`src/rtl/eth_pcs_params.sv`:
```
// Shared 10GBASE-R PCS constants: sync headers, block types, XGMII symbols and the
// receive-side state/class enumerations used by the 64b/66b decoder.
package eth_pcs_params;

    localparam int W_BYTE          = 8;
    localparam int W_SYNC          = 2;
    localparam int N_CHANNELS      = 4;
    localparam int N_TRANS_PER_BLK = 2;
    localparam int W_TRANS_PER_BLK = (N_TRANS_PER_BLK > 1) ? $clog2(N_TRANS_PER_BLK) : 1;
    localparam int W_DATA          = N_CHANNELS * W_BYTE;
    localparam int W_BLK_PLD       = 64;
    localparam int W_BLK_CTRL      = W_BLK_PLD / W_BYTE;

    localparam logic [W_SYNC-1:0] SYNC_DATA = 2'b01;
    localparam logic [W_SYNC-1:0] SYNC_CTRL = 2'b10;

    localparam logic [7:0] C_TYPE  = 8'h1E;
    localparam logic [7:0] S0_TYPE = 8'h78;
    localparam logic [7:0] S4_TYPE = 8'h33;
    localparam logic [7:0] T0_TYPE = 8'h87;
    localparam logic [7:0] T1_TYPE = 8'h99;
    localparam logic [7:0] T2_TYPE = 8'hAA;
    localparam logic [7:0] T3_TYPE = 8'hB4;
    localparam logic [7:0] T4_TYPE = 8'hCC;
    localparam logic [7:0] T5_TYPE = 8'hD2;
    localparam logic [7:0] T6_TYPE = 8'hE1;
    localparam logic [7:0] T7_TYPE = 8'hFF;

    localparam logic [7:0] SYM_IDLE  = 8'h07;
    localparam logic [7:0] SYM_START = 8'hFB;
    localparam logic [7:0] SYM_TERM  = 8'hFD;
    localparam logic [7:0] SYM_ERR   = 8'hFE;

    localparam logic [6:0] CODE_IDLE = 7'h00;

    // Local-fault ordered set, repeated on every transfer while not decoding.
    localparam logic [N_CHANNELS-1:0] SEQ_LF_CTRL = 4'b0001;
    localparam logic [W_DATA-1:0]     SEQ_LF_DATA = 32'h0100009C;

    typedef enum logic [2:0] {RX_INIT, RX_C, RX_D, RX_T, RX_E} rx_state_t;
    typedef enum logic [2:0] {BLK_C, BLK_S, BLK_T, BLK_D, BLK_E} blk_class_t;

endpackage

```
`src/rtl/eth_pcs_66_blk_classify.sv`:
```
// Combinational classifier/decoder for one 66b block: sync header + 64b payload in,
// block class plus 8-lane XGMII ctrl/data out.
module eth_pcs_66_blk_classify
    import eth_pcs_params::*;
(
    input  logic [W_SYNC-1:0]     i_sync,
    input  logic [W_BLK_PLD-1:0]  i_pld,
    output blk_class_t            o_class,
    output logic [W_BLK_CTRL-1:0] o_ctrl,
    output logic [W_BLK_PLD-1:0]  o_data
);

    logic [7:0]  blk_type;
    logic [71:0] pld_ext;
    logic        codes_idle;
    logic        t_hit;
    logic [2:0]  t_n;
    logic [55:0] t_mask;

    assign blk_type = i_pld[7:0];
    assign pld_ext  = {8'h00, i_pld};
    // Everything above the n data bytes of a terminate block must be idle/zero.
    assign t_mask   = {56{1'b1}} << {t_n, 3'b000};

    always_comb begin
        codes_idle = 1'b1;
        for (int k = 0; k < 8; k++) begin
            if (i_pld[8 + 7*k +: 7] != CODE_IDLE) begin
                codes_idle = 1'b0;
            end
        end
    end

    always_comb begin
        t_hit = 1'b1;
        t_n   = 3'd0;
        case (blk_type)
            T0_TYPE: t_n = 3'd0;
            T1_TYPE: t_n = 3'd1;
            T2_TYPE: t_n = 3'd2;
            T3_TYPE: t_n = 3'd3;
            T4_TYPE: t_n = 3'd4;
            T5_TYPE: t_n = 3'd5;
            T6_TYPE: t_n = 3'd6;
            T7_TYPE: t_n = 3'd7;
            default: t_hit = 1'b0;
        endcase
    end

    always_comb begin
        o_class = BLK_E;
        o_ctrl  = '1;
        o_data  = {W_BLK_CTRL{SYM_ERR}};
        if (i_sync == SYNC_DATA) begin
            o_class = BLK_D;
            o_ctrl  = '0;
            o_data  = i_pld;
        end else if (i_sync == SYNC_CTRL) begin
            if (blk_type == C_TYPE && codes_idle) begin
                o_class = BLK_C;
                o_ctrl  = '1;
                o_data  = {W_BLK_CTRL{SYM_IDLE}};
            end else if (blk_type == S0_TYPE) begin
                o_class = BLK_S;
                o_ctrl  = 8'h01;
                o_data  = {i_pld[63:8], SYM_START};
            end else if (blk_type == S4_TYPE && i_pld[39:8] == 32'h0) begin
                o_class = BLK_S;
                o_ctrl  = 8'h1F;
                o_data  = {i_pld[63:40], SYM_START, {4{SYM_IDLE}}};
            end else if (t_hit && (i_pld[63:8] & t_mask) == 56'h0) begin
                o_class = BLK_T;
                o_ctrl  = 8'hFF << t_n;
                for (int k = 0; k < 8; k++) begin
                    if (k < int'(t_n)) begin
                        o_data[8*k +: 8] = pld_ext[8*k + 8 +: 8];
                    end else if (k == int'(t_n)) begin
                        o_data[8*k +: 8] = SYM_TERM;
                    end else begin
                        o_data[8*k +: 8] = SYM_IDLE;
                    end
                end
            end
        end
    end

endmodule

```
`src/rtl/eth_pcs_66_64_dec.sv`:
```
// Receive-side 64b/66b decoder: buffers payload chunks, classifies each completed block,
// runs the receive state machine and replays the decoded block over the next block period.
module eth_pcs_66_64_dec
    import eth_pcs_params::*;
#(
    parameter int W_ERR_CNT = 8
) (
    input  logic                       i_clk,
    input  logic                       i_reset_n,
    input  logic                       i_clk_en,
    input  logic [W_TRANS_PER_BLK-1:0] i_trans_cnt,
    input  logic                       i_blk_lock,
    input  logic [W_SYNC-1:0]          i_sync_data,
    input  logic [W_DATA-1:0]          i_pld_data,
    output logic [N_CHANNELS-1:0]      o_xgmii_ctrl,
    output logic [W_DATA-1:0]          o_xgmii_data,
    output logic [W_ERR_CNT-1:0]       o_err_cnt
);

    localparam logic [W_TRANS_PER_BLK-1:0] LAST_TRANS = W_TRANS_PER_BLK'(N_TRANS_PER_BLK - 1);

    logic [W_DATA-1:0]     buf_q      [N_TRANS_PER_BLK];
    logic [W_DATA-1:0]     buf_d      [N_TRANS_PER_BLK];
    logic [N_CHANNELS-1:0] blk_ctrl_q [N_TRANS_PER_BLK];
    logic [N_CHANNELS-1:0] blk_ctrl_d [N_TRANS_PER_BLK];
    logic [W_DATA-1:0]     blk_data_q [N_TRANS_PER_BLK];
    logic [W_DATA-1:0]     blk_data_d [N_TRANS_PER_BLK];
    rx_state_t             state_q, state_d;
    logic [W_ERR_CNT-1:0]  err_cnt_q, err_cnt_d;

    logic [W_BLK_PLD-1:0]  full_blk;
    blk_class_t            cls_class;
    logic [W_BLK_CTRL-1:0] cls_ctrl;
    logic [W_BLK_PLD-1:0]  cls_data;
    logic [W_BLK_CTRL-1:0] new_ctrl;
    logic [W_BLK_PLD-1:0]  new_data;

    // The chunk arriving on the decode transfer bypasses the buffer.
    generate
        for (genvar gi = 0; gi < N_TRANS_PER_BLK; gi++) begin : g_merge
            assign full_blk[gi*W_DATA +: W_DATA] =
                (i_trans_cnt == W_TRANS_PER_BLK'(gi)) ? i_pld_data : buf_q[gi];
        end
    endgenerate

    eth_pcs_66_blk_classify u_classify (
        .i_sync  (i_sync_data),
        .i_pld   (full_blk),
        .o_class (cls_class),
        .o_ctrl  (cls_ctrl),
        .o_data  (cls_data)
    );

    always_comb begin
        state_d    = state_q;
        err_cnt_d  = err_cnt_q;
        buf_d      = buf_q;
        blk_ctrl_d = blk_ctrl_q;
        blk_data_d = blk_data_q;
        new_ctrl   = cls_ctrl;
        new_data   = cls_data;
        if (i_clk_en) begin
            buf_d[i_trans_cnt] = i_pld_data;
            if (i_trans_cnt == LAST_TRANS) begin
                if (!i_blk_lock) begin
                    state_d = RX_INIT;
                end else begin
                    case (state_q)
                        RX_INIT, RX_C, RX_T:
                            state_d = (cls_class == BLK_C) ? RX_C :
                                      (cls_class == BLK_S) ? RX_D : RX_E;
                        RX_D:
                            state_d = (cls_class == BLK_D) ? RX_D :
                                      (cls_class == BLK_T) ? RX_T : RX_E;
                        RX_E:
                            state_d = (cls_class == BLK_C) ? RX_C :
                                      (cls_class == BLK_D) ? RX_D :
                                      (cls_class == BLK_T) ? RX_T : RX_E;
                        default: state_d = RX_INIT;
                    endcase
                end
                // The substituted output follows the state the block lands in.
                if (state_d == RX_E) begin
                    new_ctrl = '1;
                    new_data = {W_BLK_CTRL{SYM_ERR}};
                    if (err_cnt_q != '1) begin
                        err_cnt_d = err_cnt_q + W_ERR_CNT'(1);
                    end
                end else if (state_d == RX_INIT) begin
                    new_ctrl = {N_TRANS_PER_BLK{SEQ_LF_CTRL}};
                    new_data = {N_TRANS_PER_BLK{SEQ_LF_DATA}};
                end
                for (int t = 0; t < N_TRANS_PER_BLK; t++) begin
                    blk_ctrl_d[t] = new_ctrl[t*N_CHANNELS +: N_CHANNELS];
                    blk_data_d[t] = new_data[t*W_DATA +: W_DATA];
                end
            end
        end
    end

    always_ff @(posedge i_clk or negedge i_reset_n) begin
        if (!i_reset_n) begin
            state_q   <= RX_INIT;
            err_cnt_q <= '0;
            for (int t = 0; t < N_TRANS_PER_BLK; t++) begin
                buf_q[t]      <= '0;
                blk_ctrl_q[t] <= SEQ_LF_CTRL;
                blk_data_q[t] <= SEQ_LF_DATA;
            end
        end else begin
            state_q    <= state_d;
            err_cnt_q  <= err_cnt_d;
            buf_q      <= buf_d;
            blk_ctrl_q <= blk_ctrl_d;
            blk_data_q <= blk_data_d;
        end
    end

    assign o_xgmii_ctrl = blk_ctrl_q[i_trans_cnt];
    assign o_xgmii_data = blk_data_q[i_trans_cnt];
    assign o_err_cnt    = err_cnt_q;

endmodule

```
`config.mk`:
```
export PLATFORM = sky130hd
export DESIGN_NAME = eth_pcs_66_64_dec
export DESIGN_NICKNAME = d
export VERILOG_FILES = /design/src/rtl/eth_pcs_params.sv /design/src/rtl/eth_pcs_66_blk_classify.sv /design/src/rtl/eth_pcs_66_64_dec.sv
export SDC_FILE = /design/constraint.sdc
export NUM_CORES = 1
export LEC_CHECK = 0
export BUFFER_PORTS_ARGS = -buffer_cell sky130_fd_sc_hd__buf_2
export CAP_MARGIN = 20
export CELL_PAD_IN_SITES_DETAIL_PLACEMENT = 0
export CELL_PAD_IN_SITES_GLOBAL_PLACEMENT = 1
export CORE_MARGIN = 8
export CORE_UTILIZATION = 25
export CTS_BUF_LIST = sky130_fd_sc_hd__clkbuf_4 sky130_fd_sc_hd__clkbuf_8
export CTS_CLUSTER_SIZE = 30
export DETAILED_ROUTE_END_ITERATION = 8
export GPL_TIMING_DRIVEN = 0
export HOLD_SLACK_MARGIN = 0.15
export PLACE_DENSITY = 0.46
export SYNTH_ARGS = -nofsm -noshare
export SYNTH_HDL_FRONTEND = slang
export SYNTH_SLANG_ARGS = --single-unit
```
`constraint.sdc`:
```
create_clock -name i_clk -period 4.5 [get_ports i_clk]
set_clock_uncertainty 0.2 [all_clocks]
set_input_delay 0.45 -clock i_clk [delete_from_list [all_inputs] [get_ports i_clk]]
set_output_delay 0.45 -clock i_clk [all_outputs]
set_load 0.01 [all_outputs]
```
=== Word level (Yosys, flattened, before mapping) ===
Cells that the tools add are included.
Widths: inputs -> output; s select.

* Flip-flop bits (word level): 147
* Input port bits: 39
* Output and inout port bits: 44
* Logic and storage cells: 140

* Add/sub/neg operators: 1
* Order comparisons: 9
* Eq/ne operators: 29
* Shift-type cells: 2
* Mux-type cells: 67
* Bitwise logic cells: 2
* Reductions and logical operators: 22

{| class="wikitable"
|+ Operators by type and width
! cell !! count
|-
| $mux 64 || 8
|-
| $mux 32 || 6
|-
| $mux 8 || 23
|-
| $bwmux 64 || 1
|-
| $eq 8x8->1 const B || 8
|-
| $and 56x56->56 || 1
|-
| $logic_not 56->1 || 1
|-
| $reduce_bool 7->1 || 8
|-
| $shl 56x6->56 const A || 1
|-
| $mux 3 || 14
|-
| $demux 32 s1 || 1
|-
| $logic_not 32->1 || 1
|-
| $pmux 3 s7 || 1
|-
| $eq 3x2->1 const B || 4
|-
| $eq 3x3->1 const A || 4
|-
| $logic_not 3->1 || 4
|-
| $mux 4 || 3
|-
| $lt 3x3->1 const A || 3
|-
| $mux 1 || 9
|-
| $pmux 3 s3 || 1
|-
| $add 8x1->8 const B || 1
|-
| $eq 8x5->1 const B || 1
|-
| $eq 8x6->1 const B || 1
|-
| $eq 8x7->1 const B || 1
|-
| 18 further kinds || 26
|}

=== Longest topological paths before layout ===
Gate-level depths: netlist (run 1).

* Depth in word-level cells: 25
* Gate-level depth with buffers: 17
* Depth with buffers taken out: 10

=== Hierarchy ===
Synthesis (run 1) repeated with hierarchy kept, for this count alone.

* Cell total of the unflattened synthesis: 1001
* Area, all modules: 9153.8 um^2

{| class="wikitable"
|+ Modules (own cells, without submodules)
! module !! instances !! cells each !! area an instance (um^2) !! sequential area each (um^2)
|-
| eth_pcs_66_64_dec || 1 || 675 || 7254.5 || 3693.5
|-
| eth_pcs_66_blk_classify || 1 || 326 || 1899.3 || 0.0
|}

=== Worst setup path before layout (run 1) ===
No wires, ideal clock.

* Kind: input -> register
* Start: input i_trans_cnt
* End: register blk_data_q[48] in the netlist's numbering
* Setup time: 0.122 ns
* Arrival time: 3.510 ns
* Slack: 0.668 ns
* Stages on the path: 14
* Path through: buf_2 > buf_2 > buf_4 > buf_2 > mux2i_1 > nand2_1 > nor4_1 > nand2_1 > a21o_1 > a41oi_1 > mux2_2 > o22a_2 > buf_4 > a32o_1

* Word-level cells in the longest chain between the ends: 25
* Elaborated cells on any way between the ends: 71

{| class="wikitable"
|+ Ends and longest elaborated chain
! item !! line !! RTL
|-
| start, declared || eth_pcs_66_64_dec.sv:11 || <nowiki>input logic [W_TRANS_PER_BLK-1:0] i_trans_cnt,</nowiki>
|-
| branches (longest 25 deep; another with $shl 56x6->56) || -- ||
|-
| end signal, assigned || eth_pcs_66_64_dec.sv:115 || <nowiki>blk_data_q <= blk_data_d;</nowiki>
|-
| end, declared || eth_pcs_66_64_dec.sv:26 || <nowiki>logic [W_DATA-1:0] blk_data_q [N_TRANS_PER_BLK];</nowiki>
|}

Several ways; the timed one is not identified. The select of a mux whose other input is x is not followed.
A chain may end at the register's enable or synchronous reset.

=== Final worst setup path (run 1) ===
* Start: input i_pld_data[29]
* End: register blk_data_q[46] in the netlist's numbering

* Word-level cells in the longest chain between the ends: 22
* Elaborated cells on any way between the ends: 44

{| class="wikitable"
|+ Ends and longest elaborated chain
! item !! line !! RTL
|-
| start, declared || eth_pcs_66_64_dec.sv:14 || <nowiki>input logic [W_DATA-1:0] i_pld_data,</nowiki>
|-
| $mux 32 || eth_pcs_66_64_dec.sv:42 || <nowiki>(i_trans_cnt == W_TRANS_PER_BLK'(gi)) ? i_pld_data : buf_q[gi];</nowiki>
|-
| $reduce_bool 7->1 || eth_pcs_66_blk_classify.sv:28 || <nowiki>if (i_pld[8 + 7*k +: 7] != CODE_IDLE) begin</nowiki>
|-
| $mux 1 (5 in series) || eth_pcs_66_blk_classify.sv:28 ||
|-
| $logic_and 1x1->1 || eth_pcs_66_blk_classify.sv:59 || <nowiki>if (blk_type == C_TYPE && codes_idle) begin</nowiki>
|-
| $mux 3 || eth_pcs_66_blk_classify.sv:59 ||
|-
| $mux 3 || eth_pcs_66_blk_classify.sv:58 || <nowiki>end else if (i_sync == SYNC_CTRL) begin</nowiki>
|-
| $mux 3 || eth_pcs_66_blk_classify.sv:54 || <nowiki>if (i_sync == SYNC_DATA) begin</nowiki>
|-
| $eq 3x2->1 || eth_pcs_66_64_dec.sv:74, eth_pcs_66_64_dec.sv:78 ||
|-
| [2 not listed] || -- ||
|-
| $mux 3 || eth_pcs_66_64_dec.sv:76 || <nowiki>state_d = (cls_class == BLK_C) ? RX_C :</nowiki>
|-
| $pmux 3 s3 || eth_pcs_66_64_dec.sv:68 || <nowiki>case (state_q)</nowiki>
|-
| $mux 3 || eth_pcs_66_64_dec.sv:65 || <nowiki>if (!i_blk_lock) begin</nowiki>
|-
| $mux 3 || eth_pcs_66_64_dec.sv:64 || <nowiki>if (i_trans_cnt == LAST_TRANS) begin</nowiki>
|-
| $mux 3 || eth_pcs_66_64_dec.sv:62 || <nowiki>if (i_clk_en) begin</nowiki>
|-
| $logic_not 3->1 || eth_pcs_66_64_dec.sv:89 || <nowiki>end else if (state_d == RX_INIT) begin</nowiki>
|-
| $mux 64 || eth_pcs_66_64_dec.sv:89 ||
|-
| $mux 64 * || eth_pcs_66_64_dec.sv:83 || <nowiki>if (state_d == RX_E) begin</nowiki>
|}

Every way passes the cells marked *; elsewhere a longest branch is shown, timed or not. The select of a mux whose other input is x is not followed.

==> results of run 1 <==
==> flip-flops by register name, summed over array words and instances (netlist names) <==
signal	flops
o_err_cnt	8
buf_q	64
state_q	3
blk_ctrl_q	8
blk_data_q	64
==> kinds of logic (layout without fill, tap and decap cells) <==
logic type | Yosys count | after routing | share of synthesized area (%)
xor+xnor | 7 | 7 | 0.680
fa+ha+maj | 1 | 1 | 0.139
mux | 126 | 126 | 15.4
simple gates | 373 | 373 | 18.9
compound gates | 280 | 280 | 20.6
flops | 147 | 147 | 41.0
buf+inv | 70 | 214 | 3.32
==> final timing paths <==
check / endpoint / from / depth (start not counted)
hold / removal: buf_q[4] / i_pld_data[4] / 3
setup / recovery: blk_data_q[46] / i_pld_data[29] / 12
min in group asynchronous: blk_data_q[38] / i_reset_n / 2
setup reg to reg: blk_data_q[46] / buf_q[52] / 11
hold reg to reg: blk_data_q[16] / blk_data_q[16] / 2
max in group asynchronous: buf_q[61] / i_reset_n / 3
==> worst reg2reg max path: cells and delay by family, from the launching register on <==
family	cells	cell delay (ns)
muxes	1	0.43
AOI/OAI and AO/OA	6	1.94
buffers and inverters	1	0.30
DFF	1	0.42
and+or+nand+nor	3	0.98
==> layout by cell type (no fill, tap or decap), drive strengths merged, types with 7 or more instances in the layout <==
cell type / n
o221ai: 12
o22a: 8
a22oi: 9
mux2: 98
and2: 8
o211ai: 12
clkbuf: 62
clkinv: 7
and3b: 7
nor3: 18
dfrtp: 135
nand2: 161
nor2: 96
dfstp: 12
dlygate4sd3: 31
o21a: 7
a211oi: 14
nand3: 20
o22ai: 7
a31oi: 18
mux2i: 28
nor4: 18
nor3b: 13
nand2b: 7
o21ai: 79
a21oi: 64
buf: 104
==> layout make-up <==
class	instances	share of cell area (%)
Buffer	64	2.73
Clock buffer	19	2.29
Clock inverter	13	1.05
Inverter	4	0.138
Multi-Input combinational cell	787	47.5
Sequential cell	147	33.9
Tap cell	461	5.30
Timing Repair Buffer	114	7.11
==> stage by stage <==
step           total power [µW]  cell area (µm²)  util [%]  std cells  TNS, ns
5_1_grt                    3870            10900      30.6       1609        0
2_1_floorplan              2190             9010         -       1004        0
4_1_cts                    3710            10800      30.4       1609        0
3_3_place_gp               2630             9970      28.0       1541  -115.90
3_5_place_dp               2640            10000      28.2       1542  -107.06
6_report                   3660            10900      30.6       1609        0
==> routing by layer <==
layer / vias to the layer above / routed length (µm) / GRT usage (%)
met3: 62 / 2390 / 4.28
met4: 2 / 1410 / 7.55
met5: - / 12 / 0
li1: 3931 / - / -
met2: 272 / 19300 / 31.8
met1: 4320 / 21000 / 29.6
==> report_power, final <==
group,leakage [µW],switching [µW],internal (µW),total [µW]
combinational,0.00252,592,377,970
sequential,0.00175,155,1520,1680
clock,0.000174,571,445,1020
total,0.00444,1320,2340,3660
==> repair_timing <==
action                     4_1_cts  5_1_grt
hold buffers                    31        0
setup endpoints to repair      117       59
buffers inserted                 5        1
hold endpoints to repair       103        0
pin swaps                        3        3
resized for setup               23       19
==> reports/qor.yml, run 1 <==
r2r_slack_ns: 0.18
final.min_clock_period_ns: 4.37
seq_area_mm2: 0.00369
syn_nets: 1044
antenna_found_initial: 1
async_reset_ff_share_pct: 100
synthTopCellsByCount: "nand2_1 (161), dfrtp_1 (135), mux2_2 (98)"
first_global_vias: 8898
synth-seq-area-share_pct: 41.0
yosysMostFrequentCell: "nand2_1"
dr.pass1.iters: 5
ir_worst_vdd_v: 0.000175
synth_area_mm2: 0.00901
fillCellCount: 3872
critPathMaxFanout: 10
path_delay_family: "compound AO/OA/AOI/OAI gates"
synth_area_leaders: "dfrtp_1 (37%), mux2_2 (12%), nand2_1 (6.7%)"
ios: 83
finalSetupViolations: 0
clockBufferDepth: 2
hpwl_mm: 34.2
portBuffers: 76
critPathKind: "primary input to flip-flop"
worst_slack_ns: 0.129
drv_cap: 0
synth_top_cell_by_area: "dfrtp_1"
cp_common_cell: "mux2_2"
cts_tree: "yes"
synth_flop_cell: "dfrtp_1"
ant_nets: 0
clockRootBuffer: "clkbuf_8"
syn_to_final_growth_pct: 20.7
fp.dieH_um: 206
vias_per_cell: 5.34
final_nets: 1175
worst_pin_slew_ns: 1.01
worstPathArrival_ns: 4.59
syn_area_per_cell_um2: 8.98
grt_overflow: 0
initial_core_util_pct: 25.3
cts_max_level: 4
drt_iter0_drc: 615
hold_class: "primary input to flip-flop"
crit_slowest_cell: "a2111oi_4"
wl_per_cell_um: 27.5
cts-buffers-inserted: 17
hold_ws_ns: 0.244
place.gp.congestion: 0.932
slew_headroom_pct: 31.9
num_vias: 8587
synth_cells: 1004
cp_cell_sequence: "dlygate4sd3_1 -> buf_2 -> mux2_2 -> a2111oi_4 -> nand4_1 -> a21o_1 -> a41oi_2 -> mux2_2 -> o22ai_4 -> buf_4 -> a211oi_1 -> o21ai_1"
critical-path-max-stage-delay_ns: 0.67
path_buf_inv: 3
final_max_slew_viol_count: 0
synth_top_area_share_pct: 37.5
grt_pass1_wl_mm: 64.2
p_leak_uw: 0.00444
ys_types: 73
cellPowerDensity_mw_per_mm2: 337
rows: 69
yosysWarningCount: 0
finalCritPeriodShare_pct: 97.1
grt_use_total_pct: 21.1
die-area_mm2: 0.0424
endpoint_kind: "flip-flop"
drive_gt1_share_pct: 24.9
n_antenna_cell: 0
grt_max_degree: 86
die_w_um: 206
rsz0062_at_grt: "no"
cp.required_ns: 4.72
synth-edff-count: 0
multi_input_area_mm2: 0.00516
ys_ff_latch: 147
status: "completed"
max_freq_mhz: 229
clock_latency_ns: 0.50
finalWirelength_mm: 44.2
clock_sinks: 147
coreArea_mm2: 0.0356
drc: 0
start_kind: "primary input"
hold_viol: 0
post-place-ws_ns: -1.41
clkTransAtPathRegs_ns: 0.09
No activity file was read; power rests on OpenSTA's default activity.
==> run 2: changes to the inputs <==
CELL_PAD_IN_SITES_DETAIL_PLACEMENT = not set   (was 0)
CELL_PAD_IN_SITES_GLOBAL_PLACEMENT = not set   (was 1)
PLACE_DENSITY = 0.37   (was 0.46)
==> run 2 against run 1 <==
  * Via count up 0.50%
  * Highest routed layer unchanged
  * Final area up 0.56%
  * Clock power up 14%
  * Core utilization up 0.17 points
  * Total power up 3.9%
  * Critical path depth up 3
  * Combinational power about the same
  * Sequential power about the same
==> reports/qor.yml, run 2 (synthesized netlist as in run 1, its figures left out) <==
status: "completed"  # unchanged
final_max_slew_viol_count: 0  # unchanged
post-place-ws_ns: -1.31  # was -1.41 ns
cellPowerDensity_mw_per_mm2: 348  # was 337 mW/mm²
p_leak_uw: 0.00448  # was 0.00444 µW
die-area_mm2: 0.0424  # unchanged
endpoint_kind: "flip-flop"  # unchanged
p_sw_share_pct: 36.5  # was 36.0%
place.gp.congestion: 0.971  # was 0.932
worst_pin_slew_ns: 0.924  # was 1.01 ns
dr.pass1.iters: 5  # unchanged
worstPathArrival_ns: 4.59  # about the same
switching_power_uw: 1390  # was 1320 µW
grt_pass1_wl_mm: 64.2  # about the same
power.internal_uw: 2420  # was 2340 µW
cp.required_ns: 4.72  # about the same
final_area_mm2: 0.0109  # about the same
min_from: "i_pld_data[5]"  # was i_pld_data[4]
drc: 0  # unchanged
cp-startpoint: "i_trans_cnt"  # was i_pld_data[29]
ant_nets: 0  # unchanged
path_buf_inv: 5  # was 3
hpwl_mm: 34.1  # was 34.2 mm
drt_iter0_drc: 750  # was 615
wl_met1_mm: 20.9  # was 21.0 mm
vias_per_cell: 5.35  # was 5.34
num_vias: 8630  # was 8587
coreArea_mm2: 0.0356  # unchanged
finalCritPeriodShare_pct: 97.3  # was 97.1%
hold_viol: 0  # unchanged
worst_slack_ns: 0.122  # was 0.129 ns
rsz0062_at_grt: "no"  # unchanged
max_freq_mhz: 228  # was 229 MHz
first_global_vias: 8838  # was 8898
clock_latency_ns: 0.51  # was 0.50 ns
cts-buffers-inserted: 17  # unchanged
finalSetupViolations: 0  # unchanged
critPathKind: "primary input to flip-flop"  # unchanged
clkPwrFrac_pct: 30.4  # was 27.7%
comb_power_share_pct: 25.5  # was 26.5%
met2_length_mm: 19.6  # was 19.3 mm
final.min_clock_period_ns: 4.38  # was 4.37 ns
grt_overflow: 0  # unchanged
cts_tree: "yes"  # unchanged
fp.dieH_um: 206  # unchanged
start_kind: "primary input"  # unchanged
clockBufferDepth: 2  # unchanged
cp_cell_sequence: "buf_2 -> clkbuf_4 -> buf_4 -> clkbuf_4 -> mux2i_4 -> nand2_1 -> nor4_4 -> and4_1 -> o31a_2 -> nand2_1 -> a21oi_2 -> o22a_2 -> buf_4 -> o221ai_1 -> a21oi_1"  # was dlygate4sd3_1 -> buf_2 -> mux2_2 -> a2111oi_4 -> nand4_1 -> a21o_1 -> a41oi_2 -> mux2_2 -> o22ai_4 -> buf_4 -> a211oi_1 -> o21ai_1
drv_cap: 0  # unchanged
crit_slowest_cell: "mux2i_4"  # was a2111oi_4
dpl_cell_area_mm2: 0.0100  # about the same
clock_sinks: 147  # unchanged
fillCellCount: 3886  # was 3872
ios: 83  # unchanged
grt_max_degree: 89  # was 86
highest_layer: "met5"  # unchanged
layout_common_cells: "nand2_1 (158), dfrtp_1 (135), mux2_2 (98)"  # was nand2_1 (159), dfrtp_1 (135), mux2_2 (98)
top_regs: "blk_data_q (64), buf_q (64)"  # unchanged
final_nets: 1178  # was 1175
initial_core_util_pct: 25.3  # unchanged
slew_headroom_pct: 38.2  # was 31.9%
path_delay_family: "compound AO/OA/AOI/OAI gates"  # unchanged
syn_to_final_growth_pct: 21.4  # was 20.7%
critical-path-max-stage-delay_ns: 0.40  # was 0.67 ns
rows: 69  # unchanged
wl_per_cell_um: 27.7  # was 27.5 µm
grt_use_total_pct: 21.2  # was 21.1%
antenna_found_initial: 0  # was 1
finish.utilization_pct: 30.8  # was 30.6%
finalWirelength_mm: 44.6  # was 44.2 mm
die_w_um: 206  # unchanged
ir_worst_vdd_v: 0.000179  # was 0.000175 V
portBuffers: 76  # unchanged
clkTransAtPathRegs_ns: 0.08  # was 0.09 ns
n_antenna_cell: 0  # unchanged
hold_class: "primary input to flip-flop"  # unchanged
critPathMaxFanout: 10  # unchanged
wl_met3_mm: 2.57  # was 2.39 mm
drive_gt1_share_pct: 24.8  # was 24.9%
r2r-start: "buf_q[34]"  # was buf_q[52]
clockRootBuffer: "clkbuf_8"  # unchanged
layout_commonest_cell: "nand2_1"  # unchanged
power_frac_seq_pct: 44.1  # was 45.8%
hold_ws_ns: 0.185  # was 0.244 ns
cts_max_level: 4  # unchanged
[run 2: final timing paths]
kind | to | slack, ns | cells past startpoint
setup / recovery | blk_data_q[41] | 0.12 | 15
hold / removal | buf_q[5] | 0.19 | 3
setup reg to reg | blk_data_q[41] | 0.34 | 11
hold reg to reg | blk_data_q[26] | 0.28 | 2
max in group asynchronous | buf_q[25] | 2.94 | 3
min in group asynchronous | blk_data_q[43] | 0.29 | 2
[run 2: repair_timing]
item                       CTS  global route
setup endpoints to repair  116            66
buffers inserted             6             2
resized for setup           21            17
hold endpoints to repair   101             0
pin swaps                    2             2
hold buffers                31             0
[run 2: area by class of cell]
| cell class | count | area, µm² | area share [%] |
|---|---|---|---|
| multi-input cells | 787 | 5150 | 47.1 |
| flip-flops and latches | 147 | 3690 | 33.8 |
| repair buffers | 117 | 796 | 7.27 |
| well taps | 461 | 577 | 5.27 |
| plain buffers | 64 | 294 | 2.69 |
| clock buffers | 17 | 234 | 2.14 |
| clock inverters | 15 | 181 | 1.66 |
| inverters | 4 | 15.0 | 0.137 |
[run 2: power by group through the flow]
stage	sequential [µW]	clock, µW	combinational, µW
4_1_cts	1680	1200	964
3_5_place_dp	1700	0	929
5_1_grt	1710	1250	1060
6_report	1680	1160	970
2_1_floorplan	1650	0	537
3_3_place_gp	1700	0	927
[run 2: worst register-to-register path, delay by kind of cell (launching register included)]
kind                   cells  cell delay [ns]
AO/OA/AOI/OAI              8             2.46
buffers and inverters      1             0.23
flip-flops                 1             0.46
multiplexers               1             0.42
AND/OR/NAND/NOR            1             0.23
[run 2: per-layer routing]
metal,global-route usage [%],vias to the layer above
met5,0,-
li1,-,3947
met3,3.98,65
met2,32.3,332
met4,7.76,2
met1,29.4,4284
[run 2: per-stage QoR]
step                      total power (µW)  cells  setup TNS (ns)
final                                 3810   1612               0
after CTS                             3840   1610               0
after floorplan                       2190   1004               0
after detailed placement              2630   1543         -102.72
after global placement                2630   1541         -104.47
after global routing                  4010   1612               0
